--- src/rtl/victim_tag_cam.sv ---
`default_nettype none
// ============================================================================
// Module   : victim_tag_cam
// Brief    : Fully associative tag store for the victim cache. Parallel
//            single-cycle tag compare, per-way valid bits and victim-way
//            nomination for the next fill.
//            Compile-time option VC_TAG_TRUE_LRU_EN selects age-based true
//            LRU; without it a round-robin pointer picks the victim.
// Revision : 1.0 - initial release
// ============================================================================
module victim_tag_cam #(
    parameter  int WAYS  = 4,
    parameter  int TAG_W = 11,
    localparam int WAY_W = $clog2(WAYS)
) (
    input  logic             clk,
    input  logic             rst_n,
    input  logic             lookup_en,
    input  logic [TAG_W-1:0] lookup_tag,
    output logic             hit,
    output logic [WAY_W-1:0] hit_way,
    output logic             multi_hit,
    input  logic             load,
    input  logic [WAY_W-1:0] load_way,
    input  logic [TAG_W-1:0] load_tag,
    input  logic             inv,
    input  logic [WAY_W-1:0] inv_way,
    output logic [WAY_W-1:0] victim_way,
    output logic             full,
    input  logic [WAY_W-1:0] rd_way,
    output logic [TAG_W-1:0] rd_tag,
    output logic             rd_valid
);

    localparam logic [WAY_W-1:0] c_OLDEST_AGE = WAY_W'(WAYS - 1);

    logic [TAG_W-1:0] r_tag   [WAYS];
    logic [WAYS-1:0]  r_valid;

    logic [WAYS-1:0]  w_match;
    logic             w_found;
    logic             w_multi;
    logic [WAY_W-1:0] w_first;
    logic             w_free_any;
    logic [WAY_W-1:0] w_free_way;
    logic [WAY_W-1:0] w_repl_way;

    // Per-way compare; only valid ways can match.
    for (genvar i = 0; i < WAYS; i++) begin : g_match
        assign w_match[i] = r_valid[i] && (r_tag[i] == lookup_tag);
    end

    // Priority-encode the lowest matching way and detect duplicate matches.
    always_comb begin
        w_found = 1'b0;
        w_multi = 1'b0;
        w_first = '0;
        for (int i = 0; i < WAYS; i++) begin
            if (w_match[i]) begin
                if (w_found) begin
                    w_multi = 1'b1;
                end else begin
                    w_first = WAY_W'(i);
                end
                w_found = 1'b1;
            end
        end
    end

    assign hit       = lookup_en && w_found;
    assign hit_way   = hit ? w_first : '0;
    assign multi_hit = lookup_en && w_multi;

    // Lowest-index invalid way is always preferred for a fill.
    always_comb begin
        w_free_any = 1'b0;
        w_free_way = '0;
        for (int i = 0; i < WAYS; i++) begin
            if (!r_valid[i] && !w_free_any) begin
                w_free_any = 1'b1;
                w_free_way = WAY_W'(i);
            end
        end
    end

    assign victim_way = w_free_any ? w_free_way : w_repl_way;
    assign full       = &r_valid;
    assign rd_tag     = r_tag[rd_way];
    assign rd_valid   = r_valid[rd_way];

    // Tag and valid storage; a load to the same way as an invalidate wins.
    always_ff @(posedge clk) begin
        if (!rst_n) begin
            r_valid <= '0;
            for (int i = 0; i < WAYS; i++) begin
                r_tag[i] <= '0;
            end
        end else begin
            if (inv) begin
                r_valid[inv_way] <= 1'b0;
            end
            if (load) begin
                r_valid[load_way] <= 1'b1;
                r_tag[load_way]   <= load_tag;
            end
        end
    end

`ifdef VC_TAG_TRUE_LRU_EN
    logic [WAY_W-1:0] r_age [WAYS];
    logic             w_touch;
    logic [WAY_W-1:0] w_touch_way;
    logic [WAY_W-1:0] w_touch_age;

    // A fill takes precedence over a lookup hit as the touch source.
    assign w_touch     = load || hit;
    assign w_touch_way = load ? load_way : hit_way;
    assign w_touch_age = r_age[w_touch_way];

    // The least recently used way carries the maximum age.
    always_comb begin
        w_repl_way = '0;
        for (int i = 0; i < WAYS; i++) begin
            if (r_age[i] == c_OLDEST_AGE) begin
                w_repl_way = WAY_W'(i);
            end
        end
    end

    // Touched way becomes youngest; younger ways age by one, keeping a permutation.
    always_ff @(posedge clk) begin
        if (!rst_n) begin
            for (int i = 0; i < WAYS; i++) begin
                r_age[i] <= WAY_W'(i);
            end
        end else if (w_touch) begin
            for (int i = 0; i < WAYS; i++) begin
                if (WAY_W'(i) == w_touch_way) begin
                    r_age[i] <= '0;
                end else if (r_age[i] < w_touch_age) begin
                    r_age[i] <= r_age[i] + 1'b1;
                end
            end
        end
    end
`else
    logic [WAY_W-1:0] r_ptr;

    assign w_repl_way = r_ptr;

    // Pointer advances only when a fill consumes the way it nominates; wraps naturally.
    always_ff @(posedge clk) begin
        if (!rst_n) begin
            r_ptr <= '0;
        end else if (load && (load_way == r_ptr)) begin
            r_ptr <= r_ptr + 1'b1;
        end
    end
`endif

endmodule
`default_nettype wire
--- config.mk ---
export PLATFORM = sky130hd
export DESIGN_NAME = victim_tag_cam
export DESIGN_NICKNAME = d
export VERILOG_FILES = /design/src/rtl/victim_tag_cam.sv
export SDC_FILE = /design/constraint.sdc
export NUM_CORES = 1
export LEC_CHECK = 0
export ABC_AREA = 1
export CAP_MARGIN = 20
export CORE_ASPECT_RATIO = 1.25
export CORE_UTILIZATION = 34
export DETAILED_ROUTE_END_ITERATION = 10
export PLACE_DENSITY = 0.59
export SLEW_MARGIN = 20
export SYNTH_ARGS = -nofsm -noshare
export SYNTH_HDL_FRONTEND = slang
export SYNTH_SLANG_ARGS = --single-unit
--- constraint.sdc ---
create_clock -name clk -period 2.1 [get_ports clk]
set_input_delay 0.21 -clock clk [delete_from_list [all_inputs] [get_ports clk]]
set_output_delay 0.21 -clock clk [all_outputs]
set_load 0.01 [all_outputs]
# --- Word level (Yosys, flattened, before mapping) ---
# Memories as Yosys holds them, arrays and structs flattened.
# Index checks and enable logic that the tools add are counted.
totals:
  in_bits: 33
  word_cells: 77
  mem_count: 1
  ff_bits: 6
  out_inout_bits: 19
  ramBits: 44
memory_table:
  columns: ["name", "words", "word_bits", "rd", "rd_clocked_by_memory_dff", "wr", "line_no", "rtl"]
  rows:
  - ["r_tag", 4, 11, 5, 0, 4, "37", "logic [TAG_W-1:0] r_tag [WAYS];"]
op_classes:
  mux: 41
  n_lt_le_gt_ge: 5
  reduce_logical: 19
  n_bitwise: 3
  n_addsub: 1
  eq_ne: 5
op_table:
  columns: ["cell", "n"]
  rows:
  - ["$eq A11 B11 Y1", 4]
  - ["$mux W1", 25]
  - ["$mux W2", 9]
  - ["$logic_and A1 B1 Y1", 12]
  - ["$mux W4", 3]
  - ["$mux W11", 1]
  - ["$reduce_or A11 Y1", 1]
  - ["$lt A2 B3 Y1 const B", 3]
  - ["$logic_not A1 Y1", 5]
  - ["$and A4 B4 Y4", 1]
  - ["$demux W1 S2", 2]
  - ["$ge A2 B1 Y1 const B", 2]
  - ["$not A4 Y4", 1]
  - ["$or A4 B4 Y4", 1]
  - ["$reduce_and A4 Y1", 1]
  - ["$add A2 B1 Y2 const B", 1]
  - ["$bmux W1 S2", 1]
  - ["$eq A2 B2 Y1", 1]

# --- Logic depth before layout (Yosys ltp) ---
# An unclocked memory read counts as a cell.
logic_depth:
  depth_word: 11
  ltp_mapped: 12
  ltp_nobuf: 12

# --- Least setup slack after synthesis ---
# OpenSTA, ideal clock, no wires.
synth_timing:
  path_type: "in2reg"
  start: "in rst_n"
  end: "mem r_tag[0][0], enable pin"
  stages: 6
  n_path_buf: 2
  setup_ns: 0.345
  required_time_ns: 1.755
  arrival_time_ns: 1.084
  path_slack_ns: 0.671
  cell_sequence: "clkbuf_2 nand2_1 nor2_1 nand2_1 buf_2 nand2_1"
synth_rtl:
  columns: ["element", "line_no", "rtl"]
  rows:
  - ["start, declared", "17", "input logic rst_n,"]
  - ["end, declared", "37", null]

==> impl_metrics.toml <==
[pwr]
power.share.clock_pct = 32.0
power_w = 0.00249
cellPowerDensity_nw_per_um2 = 604
power.share.sequential_pct = 48.7
p_int_w = 0.00184
p_sw_share_pct = 26.2
max-vdd-ir-drop_v = 0.000294
p_leak_nw = 1.86
p_comb_share_pct = 19.3
p_sw_w = 0.000651

[global_route]
grt_pass1_vias = 2934
grt_antenna_before_repair = 0
gr-total-overflow = 0
grt_pass1_wl_mm = 13.9
grt_usage_pct = 19.7
grt_max_degree = 24

[placement]
gp_congestion = 0.887
io_buffers = 51
dp_hpwl_mm = 6.51
dp_cells = 598

[clocking]
tritoncts = "built"
clock_latency_ns = 0.30
clkSlewWorstSetupHoldPaths_ns = 0.09
cts_sinks = 50
holdBufCountCts = 0
cts_max_level = 2
root_buffer = "clkbuf_8"
clockBufferDepth = 2
cts_buffers = 5

[yosys]
synth_compound_area_share_pct = 11.4
syn-cell-area_um2 = 3090
avgSynthCellArea_um2 = 7.46
synthXorXnorAreaFrac_pct = 3.68
synth_fa_ha_area_share_pct = 0
synth_top_family_by_area = "simple AND/OR/NAND/NOR gates"
synthSimpleGateAreaFrac_pct = 28.3
synth_cells = 414
yosysWarnings = 0
ys_ff_latch = 50
synth_edf_count = 44
synth_ff_type = "edfxtp_1"
synth_cell_types = 33
synth_nets = 447
yosysSeqAreaShare_pct = 46.6
synth_mux_area_share_pct = 0
ys_async_sr_fraction_pct = 0

[worst_setup_path]
critPathRequiredTime_ns = 1.89
endpoint_kind = "primary output"
path_max_fanout = 4
critPathLaunchType = "flip-flop"
worst-setup-path-type = "reg -> out"
arrival_ns = 1.87

[timing]
report.final.hold_viol_count = 0
fin_skew_ns = 0.0000354
drv_slew = 0
slew_headroom_pct = 72.6
worst_pin_slew_ns = 0.406
setup_viol = 0
period_needed_ns = 2.08
fmax_ghz = 0.481
fin_crit_sh_pct = 98.9
rsz0062_at_grt = "yes"

[die]
coreArea_um2 = 8750
ios = 52
initial_core_util_pct = 35.3
die_y_um = 109
fp.dieW_um = 87.3
dieArea_um2 = 9480
core.rowCount = 38

[drt]
finalWirelength_mm = 8.73
drc = 0
firstDrtPassIters = 4
drt_iter0_markers = 162
viasPerCell = 4.77
wl_per_cell_um = 14.3
detail-route-antenna-nets = 0
vias = 2920

[layout]
seq_area_um2 = 1440
finalNetCount = 524
fin_cells = 612
layout-drive-gt1-share_pct = 16.5
fillers = 911
multi_input_area_um2 = 1400
antennaDiodeCount = 0
syn2layout_area_growth_pct = 33.2

[worst_hold_path]
hp-class = "reg -> reg"

[outcome]
outcome = "complete, no violations"

[run]
drv_cap = 0
[what timing repair did]
| action | in CTS | in global routing |
|---|---|---|
| pin swaps | 5 | 14 |
| endpoints found under the setup margin | 15 | 5 |
| setup buffers | 2 | 4 |
| resized for setup | 30 | 24 |
| cloned | 0 | 0 |
[logic make-up after synthesis]
| kind of cell | after synthesis |
|---|---|
| and+or+nand+nor | 205 |
| buffers and inverters | 81 |
| AOI/OAI and AO/OA | 65 |
| DFF | 50 |
| xor gates and xnor gates | 13 |
[worst paths after layout]
kind	slack (ns)	cells past startpoint	endpoint	startpoint
worst min register to register	0.51	2	r_ptr[1]$_SDFFE_PN0P_	r_ptr[1]$_SDFFE_PN0P_
worst max-delay path	0.02	8	hit	r_tag[2][7]$_SDFFCE_PN0P_
worst min-delay path	0.51	2	r_ptr[1]$_SDFFE_PN0P_	r_ptr[1]$_SDFFE_PN0P_
worst max register to register	1.00	6	r_ptr[1]$_SDFFE_PN0P_	r_ptr[1]$_SDFFE_PN0P_
[cell type report]
cell class                      instances  area share [%]
Timing Repair Buffer                   81            17.7
Clock inverter                          3            1.55
Sequential cell                        50            35.0
Tap cell                              120            3.65
Inverter                               70            6.38
Multi-Input combinational cell        283            34.1
Clock buffer                            5            1.67
[Yosys cell counts, drive strengths merged (3+ instances only)]
cell type	instances	area share (%)
a21oi	28	4.7
xor2	5	1.4
nand4	7	1.4
clkbuf	9	1.1
o21ai	28	4.7
inv	66	8.0
edfxtp	44	43
nor3	5	0.81
o22ai	3	0.61
o31ai	3	0.73
nor2	78	10
nand3	10	2.1
or2	3	0.61
nand2	99	12
clkinv	4	0.49
xnor2	8	2.3
dfxtp	6	3.9
[worst max-delay path, cell delays in order (launching register included)]
cell	delay, ns
edfxtp_1	0.43
or2_1	0.24
nand4_1	0.10
nor2_1	0.07
nand3_2	0.13
nand3_4	0.11
o21ai_4	0.18
inv_2	0.03
dlygate4sd2_1	0.27
[state kept, by name (all words and copies together) (netlist names)]
| signal | cells |
|---|---|
| r_valid | 4 |
| r_tag | 44 |
| r_ptr | 2 |
[through the flow]
stage | TNS (ns) | setup WS (ns) | util [%] | cell area, um2 | hold WS (ns)
after global routing | -0.125 | -0.0647 | 47.0 | 4120 | 0.545
after global placement | -1.66 | -0.350 | 44.7 | 3910 | 0.500
after CTS | -0.0317 | -0.0317 | 46.1 | 4030 | 0.519
after detailed placement | -1.85 | -0.392 | 44.7 | 3910 | 0.505
after floorplan | 0 | 0.671 | - | 3090 | 0.385
final | 0 | 0.0228 | 47.0 | 4120 | 0.513
[layer usage]
metal	vias to the layer above	wire, um	global-route usage, %
met3	15	300	2.67
met2	60	4490	35.3
li1	1478	-	-
met1	1367	3710	23.0
met5	-	0	0
met4	0	216	9.02
[power by group through the flow]
stage          Combinational (W)  Sequential, W  Clock [W]
3_5_place_dp            0.000494        0.00123          0
4_1_cts                 0.000473        0.00121   0.000797
2_1_floorplan           0.000255        0.00121          0
5_1_grt                 0.000533        0.00122   0.000833
6_report                0.000481        0.00121   0.000794
3_3_place_gp            0.000489        0.00123          0
[cells in the final DEF, fill, tap and decap left out, types with 13 or more instances in the layout]
master	n
inv_2	13
buf_4	26
nor2_1	66
a21oi_1	26
clkdlybuf4s50_1	24
nand2_1	93
edfxtp_1	44
dlygate4sd2_1	23
o21ai_0	25
inv_1	53
Note: power is estimated with default switching activity, not from simulation.
